[config.mk]
export PLATFORM = sky130hd
export DESIGN_NAME = dmem_dump_reader
export DESIGN_NICKNAME = d
export VERILOG_FILES = /design/src/rtl/dmem_dump_reader.sv
export SDC_FILE = /design/constraint.sdc
export NUM_CORES = 1
export LEC_CHECK = 0
export ABC_AREA = 1
export BUFFER_PORTS_ARGS = -buffer_cell sky130_fd_sc_hd__buf_2
export CORE_MARGIN = 8
export CORE_UTILIZATION = 53
export DETAILED_ROUTE_END_ITERATION = 10
export GPL_ROUTABILITY_DRIVEN = 1
export PLACE_DENSITY = 0.85
export SYNTH_ARGS = -nofsm -noshare
export SYNTH_HDL_FRONTEND = slang
export SYNTH_SLANG_ARGS = --single-unit
[constraint.sdc]
create_clock -name clk -period 2.75 [get_ports clk]
set_clock_uncertainty 0.2 [all_clocks]
set_input_delay 0.275 -clock clk [delete_from_list [all_inputs] [get_ports clk]]
set_output_delay 0.275 -clock clk [all_outputs]
set_load 0.02 [all_outputs]
[src/rtl/dmem_dump_reader.sv]
// Halts the core, sweeps a word-aligned window of data memory and streams each word out on valid/ready.
// Optional running checksum of the dumped words: define DMEM_DUMP_CHECKSUM_EN.
module dmem_dump_reader #(
  parameter int ADDR_W   = 8,
  parameter int DATA_W   = 16,
  parameter int STRIDE   = 4,
  parameter int READ_LAT = 1
) (
  input  logic              clk,
  input  logic              rst,
  input  logic              start,
  input  logic [ADDR_W-1:0] base_addr,
  input  logic [7:0]        count,
  output logic              core_en,
  output logic [ADDR_W-1:0] address_line,
  output logic              wr,
  input  logic [DATA_W-1:0] data_out,
  output logic              dump_valid,
  input  logic              dump_ready,
  output logic [DATA_W-1:0] dump_data,
  output logic [ADDR_W-1:0] dump_addr,
  output logic              busy,
  output logic              done,
  output logic [DATA_W-1:0] checksum
);

  localparam int LAT_W = $clog2(READ_LAT + 1);
  localparam logic [LAT_W-1:0] LAT_LOAD = LAT_W'(READ_LAT);

  typedef enum logic [2:0] {
    S_IDLE,
    S_HALT,
    S_WAIT,
    S_PRESENT,
    S_DONE
  } state_t;

  state_t            state_reg, state_next;
  logic              core_en_reg, core_en_next;
  logic [ADDR_W-1:0] address_reg;
  logic [7:0]        remaining_reg;
  logic [LAT_W-1:0]  lat_cnt_reg;
  logic [DATA_W-1:0] dump_data_reg;
  logic [ADDR_W-1:0] dump_addr_reg;
  logic              start_accept;
  logic              handshake;
  logic              last_wait;

  assign start_accept = (state_reg == S_IDLE) && start;
  assign handshake    = (state_reg == S_PRESENT) && dump_ready;
  assign last_wait    = (state_reg == S_WAIT) && (lat_cnt_reg == LAT_W'(1));

  always_ff @(posedge clk or negedge rst) begin
    if (!rst) begin
      state_reg <= S_IDLE;
    end else begin
      state_reg <= state_next;
    end
  end

  always_comb begin
    state_next = state_reg;
    case (state_reg)
      S_IDLE: begin
        if (start) begin
          state_next = (count == 8'd0) ? S_DONE : S_HALT;
        end
      end
      S_HALT:  state_next = S_WAIT;
      S_WAIT: begin
        if (lat_cnt_reg == LAT_W'(1)) begin
          state_next = S_PRESENT;
        end
      end
      S_PRESENT: begin
        if (dump_ready) begin
          state_next = (remaining_reg == 8'd1) ? S_DONE : S_WAIT;
        end
      end
      S_DONE:  state_next = S_IDLE;
      default: state_next = S_IDLE;
    endcase
  end

  // The core runs whenever we are idle; a zero-length request never halts it.
  assign core_en_next = (state_next == S_IDLE) ||
                        ((state_reg == S_IDLE) && (state_next == S_DONE));

  always_ff @(posedge clk or negedge rst) begin
    if (!rst) begin
      core_en_reg   <= 1'b0;
      address_reg   <= '0;
      remaining_reg <= '0;
      lat_cnt_reg   <= '0;
      dump_data_reg <= '0;
      dump_addr_reg <= '0;
    end else begin
      core_en_reg <= core_en_next;
      if (start_accept && (count != 8'd0)) begin
        address_reg   <= base_addr;
        remaining_reg <= count;
      end
      if (state_reg == S_HALT) begin
        lat_cnt_reg <= LAT_LOAD;
      end
      if (state_reg == S_WAIT) begin
        lat_cnt_reg <= lat_cnt_reg - LAT_W'(1);
      end
      if (last_wait) begin
        dump_data_reg <= data_out;
        dump_addr_reg <= address_reg;
      end
      // Address wraps modulo 2^ADDR_W by construction.
      if (handshake) begin
        remaining_reg <= remaining_reg - 8'd1;
        if (remaining_reg != 8'd1) begin
          address_reg <= address_reg + ADDR_W'(STRIDE);
          lat_cnt_reg <= LAT_LOAD;
        end
      end
    end
  end

`ifdef DMEM_DUMP_CHECKSUM_EN
  logic [DATA_W-1:0] checksum_reg;

  always_ff @(posedge clk or negedge rst) begin
    if (!rst) begin
      checksum_reg <= '0;
    end else if (start_accept) begin
      checksum_reg <= '0;
    end else if (handshake) begin
      checksum_reg <= checksum_reg + dump_data_reg;
    end
  end

  assign checksum = checksum_reg;
`else
  assign checksum = '0;
`endif

  assign core_en      = core_en_reg;
  assign address_line = address_reg;
  assign wr           = 1'b0;
  assign dump_valid   = (state_reg == S_PRESENT);
  assign dump_data    = dump_data_reg;
  assign dump_addr    = dump_addr_reg;
  assign busy         = (state_reg == S_HALT) || (state_reg == S_WAIT) || (state_reg == S_PRESENT);
  assign done         = (state_reg == S_DONE);

endmodule
==> results of run 1 <==
## per-stage QoR
step | hold WS (ns) | utilization [%] | instances | cell area [sq um] | worst slack (ns)
after floorplan | -0.2206 | - | 318 | 2470 | 1.178
after global placement | 0.2511 | 62.44 | 417 | 2719 | 0.9049
after detailed placement | 0.2551 | 62.44 | 417 | 2719 | 0.7877
after CTS | 0.0007911 | 66.84 | 433 | 2910 | 0.7687
after global routing | 0.006608 | 66.84 | 433 | 2910 | 0.5890
final | 0.003999 | 66.84 | 433 | 2910 | 0.7441
## cell families (layout without fill, tap and decap cells)
group / after synthesis / after routing / share of synthesized area [%]
other cells: 1 / 17 / 0.1556
simple gates: 169 / 169 / 32.71
fa+ha+maj: 3 / 3 / 1.558
buf+inv: 60 / 123 / 12.88
flops: 45 / 45 / 46.73
compound gates: 21 / 21 / 4.880
xor+xnor: 3 / 3 / 1.091
## layout by cell type (no fill, tap or decap), types with 2 or more instances in the layout
cell and count:
nand2_1 90, buf_2 71, dfrtp_1 45, nand3_1 41, inv_1 32, nor2_1 19
conb_1 17, dlygate4sd3_1 8, o21ai_1 7, o21ai_0 7, nand2_2 6, clkbuf_8 5
inv_2 3, nor2_4 3, nand3_2 3, xor2_1 3, ha_1 3, o22ai_1 2
a21oi_1 2
## worst max path at each step
stage	startpoint	endpoint	slack, ns	cells after the start
5_1_grt	state_reg[1]$_DFF_PN0_	core_en$_DFF_PN0_	0.59	8
3_3_place_gp	state_reg[2]$_DFF_PN0_	core_en$_DFF_PN0_	0.90	7
2_1_floorplan	state_reg[0]$_DFF_PN0_	address_line[2]$_DFF_PN0_	1.18	8
4_1_cts	state_reg[1]$_DFF_PN0_	core_en$_DFF_PN0_	0.77	8
6_report	state_reg[1]$_DFF_PN0_	core_en$_DFF_PN0_	0.74	8
3_5_place_dp	state_reg[1]$_DFF_PN0_	core_en$_DFF_PN0_	0.79	8
## critical path, delay by kind of cell (launching register included)
kind | cells | cell delay (ns)
AND/OR/NAND/NOR | 6 | 0.97
flip-flops | 1 | 0.40
buffers and inverters | 2 | 0.34
## cell type report
cell class	instances	area (sq um)
clock inverters	2	38.79
clock buffers	6	72.57
well taps	52	65.06
flip-flops and latches	45	1126
repair buffers	80	442.9
fillers	380	1444
multi-input cells	213	1033
inverters	35	131.4
## what timing repair did
item / 4_1_cts / 5_1_grt
gates resized for setup: 0 / 0
hold endpoints to repair: 52 / 0
hold buffers: 8 / 0
buffers inserted: 0 / 0
## power by group
group	internal (W)	leakage, nW	switching (W)	total, W
clock	0.000273	0.0554	0.000230	0.000503
combinational	0.000593	1.03	0.00121	0.00181
sequential	0.000985	0.550	0.000251	0.00124
total	0.00185	1.64	0.00169	0.00354
## layer usage
metal,up-vias,track usage (%)
met4,0,7.064
met2,91,27.58
met5,-,0
met3,4,6.348
met1,978,20.86
li1,1067,-
==> results_dict.tcl, run 1 <==
set metrics [dict create \
    run_status "completed" \
    finalSetupViolCount 0 \
    p_total_w 0.003545 \
    htree_levels 2 \
    rows 24 \
    die_w_microns 83.43 \
    cts_tree "done" \
    ys_ff_latch 45 \
    postRouteAntennaNets 0 \
    cts_buffers 5 \
    yosysWarnings 0 \
    root_buffer "clkbuf_8" \
    worstPathMaxFanout 33 \
    critical_path.max_stage_delay_ns 0.46 \
    vias_per_cell 4.942 \
    gr-usage-all-layers_pct 17.40 \
    leakage_nw 1.639 \
    power_density_nw_per_um2 1218 \
    reg2reg_to "core_en$_DFF_PN0_" \
    largest_reg_flops 16 \
    holdPathStages 3 \
    overflow 0 \
    fin_crit_sh_pct 72.94 \
    clock_sinks 45 \
    min_path_type "input pin to flop" \
    grt_pass1_vias 2179 \
    wirelength_microns 5911 \
    path_cells "inv_1, nor3_4, buf_4, nand2_2, nand2_1, nor2_1, nand2_1, nor2_1" \
    area_delta_synth_final_pct 20.77 \
    reg2reg_slack_ns 0.74 \
    yosysTopAreaCell "dfrtp_1" \
    min_to "remaining_reg[4]$_DFFE_PN0P_" \
    clk_pin_slew_ns 0.09 \
    cp-end-kind "flop" \
    crit_path_start_kind "flop" \
    dr_wl_met3_microns 560 \
    clk_latency_ns 0.30 \
    synth_flop_cell "dfrtp_1" \
    dp_hpwl_microns 4361 \
    yosysUniqueCellTypes 30 \
    max-vdd-ir-drop_uv 446.4 \
    antenna_found_initial 0 \
    slew_headroom_pct 34.74 \
    met2_length_microns 2838 \
    syn_inst 302 \
    slowest_stage "nand2_2" \
    setup-tns-final_ns 0 \
    synth_most_common_cell "nand2_1" \
    portBuffers 71 \
    avgSynthCellArea_sq_um 7.980 \
    regToRegStartpoint "state_reg[1]$_DFF_PN0_" \
    die_area_sq_um 6961 \
    wl_met1_microns 2450 \
    async_flop_share_pct 100.0 \
    diodes 0 \
    drc 0 \
    report.final.slew_viol_count 0 \
    grt_start_max_net_pins 46 \
    synth_seq_area_share_pct 46.73 \
    min_from "count[4]" \
    core_sq_um 4354 \
    ios 89 \
    synth_top_area_share_pct 46.73 \
    synth-edff-count 0 \
    tightest_slew_ns 0.9789 \
    wire_per_inst_microns 13.65 \
    syn_area_sq_um 2410 \
    vias 2140 \
    rsz0062_at_grt "false" \
    clock_path_buffers 2 \
    start_util_pct 55.34 \
    fmax_mhz 498.5 \
    critPathRequiredTime_ns 2.76 \
    rr_worst_depth 8 \
    nets 419 \
    arrival_ns 2.02 \
    hold_violations 0 \
    layout-drive-gt1-share_pct 25.98 \
    critical_path_class "flop to flop" \
    drt_pass1_iterations 4 \
    die_h_microns 83.43 \
    grt_pass1_wl_microns 10160 \
    dr.first_iter.drc_count 131 \
    synthTopCellsByArea "dfrtp_1, nand2_1, nand3_1" \
    dr.max_layer_used "met4" \
    fin_crit_ns 2.006 \
    ys_top_cells_by_count "nand2_1, dfrtp_1, nand3_1" \
    place.gp.congestion 0.8514 \
    maxCapViolCount 0 \
]
No activity file was read; power rests on OpenSTA's default activity.
==> run 2, diff against run 1 <==
--- a/config.mk
+++ b/config.mk
@@ -8,10 +8,10 @@
 export ABC_AREA = 1
 export BUFFER_PORTS_ARGS = -buffer_cell sky130_fd_sc_hd__buf_2
 export CORE_MARGIN = 8
-export CORE_UTILIZATION = 53
+export CORE_UTILIZATION = 49
 export DETAILED_ROUTE_END_ITERATION = 10
 export GPL_ROUTABILITY_DRIVEN = 1
-export PLACE_DENSITY = 0.85
+export PLACE_DENSITY = 0.79
 export SYNTH_ARGS = -nofsm -noshare
 export SYNTH_HDL_FRONTEND = slang
 export SYNTH_SLANG_ARGS = --single-unit
==> constraint.sdc (replaced) <==
create_clock -name clk -period 2 [get_ports clk]
set_clock_uncertainty 0.2 [all_clocks]
set_input_delay 0.2 -clock clk [delete_from_list [all_inputs] [get_ports clk]]
set_output_delay 0.2 -clock clk [all_outputs]
set_load 0.02 [all_outputs]
==> run 2 against run 1 <==
Against the previous run: register-to-register slack got worse by 0.55 ns; sequential share of layout area fell by 2.6 points; clock power rose by 17%; hold slack improved by 0.024 ns; wire length grew 7.2%; setup slack got worse by 0.58 ns; sequential power up 32%; via count is 5.6% higher; clock-buffer cell count stayed put; critical path type is now input pin to flop; first-iteration DRC count fell by 35%; final area increased by 7.4%.
==> results_dict.tcl, run 2 (synthesis results as in run 1) <==
set metrics [dict create \
    antenna_found_initial 0 \
    critPathRequiredTime_ns 1.97 \
    die_h_microns 86.13 \
    diodes 0 \
    area_delta_synth_final_pct 29.65 \
    start_util_pct 51.02 \
    core_sq_um 4723 \
    grt_pass1_vias 2308 \
    layout-drive-gt1-share_pct 25.81 \
    p_total_w 0.004871 \
    holdPathStages 5 \
    drt_pass1_iterations 4 \
    clock_sinks 45 \
    die_area_sq_um 7418 \
    postRouteAntennaNets 0 \
    fin_crit_sh_pct 91.78 \
    gr-usage-all-layers_pct 17.28 \
    grt_start_max_net_pins 46 \
    tightest_slew_ns 0.5574 \
    fin_crit_ns 1.836 \
    cp-end-kind "flop" \
    cts_tree "done" \
    report.final.slew_viol_count 0 \
    rr_worst_depth 8 \
    rows 25 \
    root_buffer "clkbuf_8" \
    layout_common_cells "nand2_1, buf_2, dfrtp_1" \
    dr.first_iter.drc_count 85 \
    slew_headroom_pct 62.84 \
    largest_reg_flops 16 \
    dp_hpwl_microns 4560 \
    htree_levels 2 \
    arrival_ns 1.81 \
    grt_pass1_wl_microns 10390 \
    fmax_mhz 544.8 \
    cts_buffers 5 \
    portBuffers 71 \
    min_path_type "input pin to flop" \
    finalSetupViolCount 0 \
    clock_path_buffers 2 \
    setup-tns-final_ns 0 \
    maxCapViolCount 0 \
    run_status "completed" \
    vias 2260 \
    max-vdd-ir-drop_uv 589.2 \
    overflow 0 \
    vias_per_cell 4.809 \
    place.gp.congestion 0.8323 \
    hold_violations 0 \
    crit_path_start_kind "input pin" \
    clk_pin_slew_ns 0.08 \
    die_w_microns 86.13 \
    power_density_nw_per_um2 1559 \
    drc 0 \
    clk_latency_ns 0.29 \
    post_cts_buffers 0 \
    final_common_cell "nand2_1" \
    leakage_nw 1.728 \
    wirelength_microns 6334 \
    wire_per_inst_microns 13.48 \
    worstPathMaxFanout 9 \
    rsz0062_at_grt "false" \
    ios 89 \
    critical_path_class "input pin to flop" \
    nets 441 \
]
-- run 2: changes by cell type in the layout (fill, tap and decap cells not counted), sizes merged --
cell,previous run,this run
dlygate4sd3,8,26
clkinv,1,2
bufinv,1,0
buf,72,76
-- run 2: power by group --
| group | internal [W] | total [W] | switching (W) |
|---|---|---|---|
| clock | 0.000280 | 0.000586 | 0.000306 |
| combinational | 0.000884 | 0.00265 | 0.00176 |
| sequential | 0.00136 | 0.00164 | 0.000283 |
-- run 2: per-stage QoR --
stage	cells	cell area (sq um)	setup slack (ns)	util, %	hold WS [ns]
3_5_place_dp	436	2768	0.1960	58.60	0.1177
3_3_place_gp	436	2768	0.3145	58.60	0.1089
4_1_cts	470	3124	0.1539	66.15	0.02556
6_report	470	3124	0.1644	66.15	0.02758
5_1_grt	470	3124	0.04418	66.15	0.03690
2_1_floorplan	318	2470	0.4280	-	-0.2956
-- run 2: what timing repair did --
| action | CTS | global route |
|---|---|---|
| hold buffers | 26 | 0 |
| hold endpoints to repair | 70 | 0 |
| gates resized for setup | 0 | 0 |
-- run 2: worst paths after layout --
kind / start / to / slack (ns)
min in group asynchronous: rst / remaining_reg[4]$_DFFE_PN0P_ / 0.31
hold reg to reg: dump_data[11]$_DFFE_PN0P_ / dump_data[11]$_DFFE_PN0P_ / 0.27
setup reg to reg: state_reg[1]$_DFF_PN0_ / remaining_reg[7]$_DFFE_PN0P_ / 0.19
max in group asynchronous: rst / address_line[4]$_DFF_PN0_ / 0.90
setup / recovery: count[4] / remaining_reg[2]$_DFFE_PN0P_ / 0.16
hold / removal: base_addr[4] / address_line[4]$_DFF_PN0_ / 0.03
-- run 2: critical path, stage by stage --
cell and delay (ns):
dlygate4sd3_1 0.53, buf_2 0.13, nor2_1 0.11, nand2_1 0.12, o21ai_2 0.38, nand2_1 0.18, nand2_1 0.08, o21ai_0 0.08
-- run 2: final cells by class --
cell class              instances  area [sq um]
well taps                      67         83.83
fillers                       397          1599
flip-flops and latches         45          1126
clock buffers                   6         82.58
inverters                      35         131.4
repair buffers                102         653.1
multi-input cells             213          1033
clock inverters                 2         13.76
-- run 2: per-layer routing --
layer / global-route usage, % / share of wire (%) / wire length [microns] / vias up
li1: - / - / - / 1113
met1: 19.03 / 41 / 2567 / 1056
met2: 31.70 / 52 / 3263 / 81
met3: 3.629 / 6.2 / 393 / 10
met4: 6.051 / 1.7 / 109 / 0
met5: 0 / 0 / 0 / -
==> run 3, diff against run 2 <==
--- a/config.mk
+++ b/config.mk
@@ -8,10 +8,11 @@
 export ABC_AREA = 1
 export BUFFER_PORTS_ARGS = -buffer_cell sky130_fd_sc_hd__buf_2
 export CORE_MARGIN = 8
-export CORE_UTILIZATION = 49
+export CORE_UTILIZATION = 53
 export DETAILED_ROUTE_END_ITERATION = 10
 export GPL_ROUTABILITY_DRIVEN = 1
-export PLACE_DENSITY = 0.79
+export MAX_ROUTING_LAYER = met4
+export PLACE_DENSITY = 0.85
 export SYNTH_ARGS = -nofsm -noshare
 export SYNTH_HDL_FRONTEND = slang
 export SYNTH_SLANG_ARGS = --single-unit
==> constraint.sdc (replaced) <==
create_clock -name clk -period 2.4 [get_ports clk]
set_clock_uncertainty 0.2 [all_clocks]
set_input_delay 0.24 -clock clk [delete_from_list [all_inputs] [get_ports clk]]
set_output_delay 0.24 -clock clk [all_outputs]
set_load 0.02 [all_outputs]
==> run 3 against run 2 <==
Against the previous run: global-route usage up 1.2 points; final area shrank 1.5%; setup slack better by 0.34 ns; first-iteration DRC count increased by 54%; clock-buffer cell count is the same; final cell count fell by 4.3%; register-to-register slack gained 0.31 ns; wire length shrank 1.5%; flip-flop and latch count is the same; non-clock buffer count is 5 lower; critical endpoint is now core_en$_DFF_PN0_; largest power group unchanged.
==> results_dict.tcl, run 3 (synthesis results as in run 1) <==
set metrics [dict create \
    portBuffers 71 \
    hold_ws_ns 0.008862 \
    postRouteAntennaNets 0 \
    crit_path_start_kind "flop" \
    critPathRequiredTime_ns 2.39 \
    reg2reg_slack_ns 0.50 \
    gr-usage-all-layers_pct 18.51 \
    dp_hpwl_microns 4395 \
    nets 436 \
    drt_pass1_iterations 4 \
    wire_per_inst_microns 13.86 \
    fin_crit_sh_pct 79.01 \
    die_h_microns 83.43 \
    slew_headroom_pct 60.77 \
    layout_common_cells "nand2_1, buf_2, dfrtp_1" \
    critical_path_class "flop to flop" \
    fill_cells 354 \
    tightest_slew_ns 0.5863 \
    antenna_found_initial 0 \
    clock_path_buffers 2 \
    setup-tns-final_ns 0 \
    reg2reg_to "core_en$_DFF_PN0_" \
    root_buffer "clkbuf_8" \
    rr_worst_depth 5 \
    drc 0 \
    clk_pin_slew_ns 0.08 \
    hold_violations 0 \
    report.final.slew_viol_count 0 \
    final_area_sq_um 3078 \
    regToRegStartpoint "lat_cnt_reg$_DFF_PN0_" \
    clock_sinks 45 \
    cts_tree "done" \
    setup_ws_ns 0.5038 \
    worstPathMaxFanout 33 \
    instances_no_fill 450 \
    maxCapViolCount 0 \
    wirelength_microns 6236 \
    grt_pass1_wl_microns 10420 \
    grt_pass1_vias 2242 \
    fin_crit_ns 1.896 \
    diodes 0 \
    critPathLaunch "lat_cnt_reg$_DFF_PN0_" \
    final_common_cell "nand2_1" \
    rows 24 \
    place.gp.congestion 0.8815 \
    min_path_type "input pin to flop" \
    largest_reg_flops 16 \
    max-vdd-ir-drop_uv 682.9 \
    clk_latency_ns 0.29 \
    area_delta_synth_final_pct 27.73 \
    cp-end-kind "flop" \
    vias 2258 \
    grt_start_max_net_pins 34 \
    vias_per_cell 5.018 \
    finalSetupViolCount 0 \
    cts_buffers 5 \
    fmax_mhz 527.4 \
    die_w_microns 83.43 \
    htree_levels 2 \
    run_status "completed" \
    overflow 0 \
    leakage_nw 1.711 \
    arrival_ns 1.89 \
    start_util_pct 55.34 \
    crit_end "core_en$_DFF_PN0_" \
    ios 89 \
    post_dp_cell_area_sq_um 2726 \
    dp.cells 418 \
    rsz0062_at_grt "false" \
    die_area_sq_um 6961 \
    layout-drive-gt1-share_pct 25.13 \
    power_density_nw_per_um2 1329 \
    dr.first_iter.drc_count 131 \
    pre_cts_ws_ns 0.5670 \
    core_sq_um 4354 \
    holdPathStages 3 \
]
==> run 3: changes by cell type in the layout (fill, tap and decap cells not counted) <==
cell,before,now
buf_4,5,2
dlygate4sd3_1,26,24
bufinv_16,0,1
clkbuf_8,6,5
clkinv_2,1,0
clkbuf_1,0,1
==> run 3: routing by layer <==
metal | vias to the layer above | wire length, microns | GRT usage, %
met3 | 11 | 438 | 4.980
met5 | - | 0 | -
met2 | 105 | 2985 | 29.14
met4 | 0 | 125 | 7.692
met1 | 1038 | 2686 | 21.92
li1 | 1104 | - | -
==> run 3: how the worst min path moves through the flow <==
stage | to | from | slack [ns]
detailed placement | remaining_reg[4]$_DFFE_PN0P_ | rst | 0.006
floorplan | address_line[0]$_DFFE_PN0P_ | rst | -0.26
global route | dump_data[5]$_DFFE_PN0P_ | data_out[5] | 0.02
finish | dump_data[5]$_DFFE_PN0P_ | data_out[5] | 0.009
global placement | remaining_reg[4]$_DFFE_PN0P_ | rst | -0.005
CTS | dump_data[5]$_DFFE_PN0P_ | data_out[5] | 0.003
==> run 3: worst max-delay path, cell delays in order (launching register included) <==
cell	delay, ns
dfrtp_1	0.72
nand2_2	0.51
nand2_1	0.17
nor2_1	0.07
nand2_1	0.08
nor2_1	0.04
==> run 3: layout make-up <==
class | instances | area (sq um) | share of cell area [%]
Timing Repair Buffer | 97 | 610.6 | 19.84
Inverter | 35 | 131.4 | 4.268
Sequential cell | 45 | 1126 | 36.59
Multi-Input combinational cell | 213 | 1033 | 33.58
Tap cell | 52 | 65.06 | 2.114
Clock buffer | 6 | 72.57 | 2.358
Clock inverter | 2 | 38.79 | 1.260
==> run 3: through the flow <==
step / total power [W] / util (%)
after floorplan: 0.002904 / -
after global placement: 0.003409 / 62.61
after detailed placement: 0.003473 / 62.61
after CTS: 0.004085 / 70.46
after global routing: 0.004434 / 70.69
final: 0.004092 / 70.69
==> run 3: what timing repair did <==
item | CTS | global route
hold buffers | 23 | 1
hold endpoints to repair | 40 | 1
buffers inserted | 0 | 0
gates resized for setup | 0 | 0
==> run 3: power breakdown <==
group          internal (W)  switching, W  total, W
combinational      0.000698       0.00140   0.00210
sequential          0.00113      0.000286   0.00142
clock              0.000313      0.000263  0.000575
total               0.00214       0.00195   0.00409
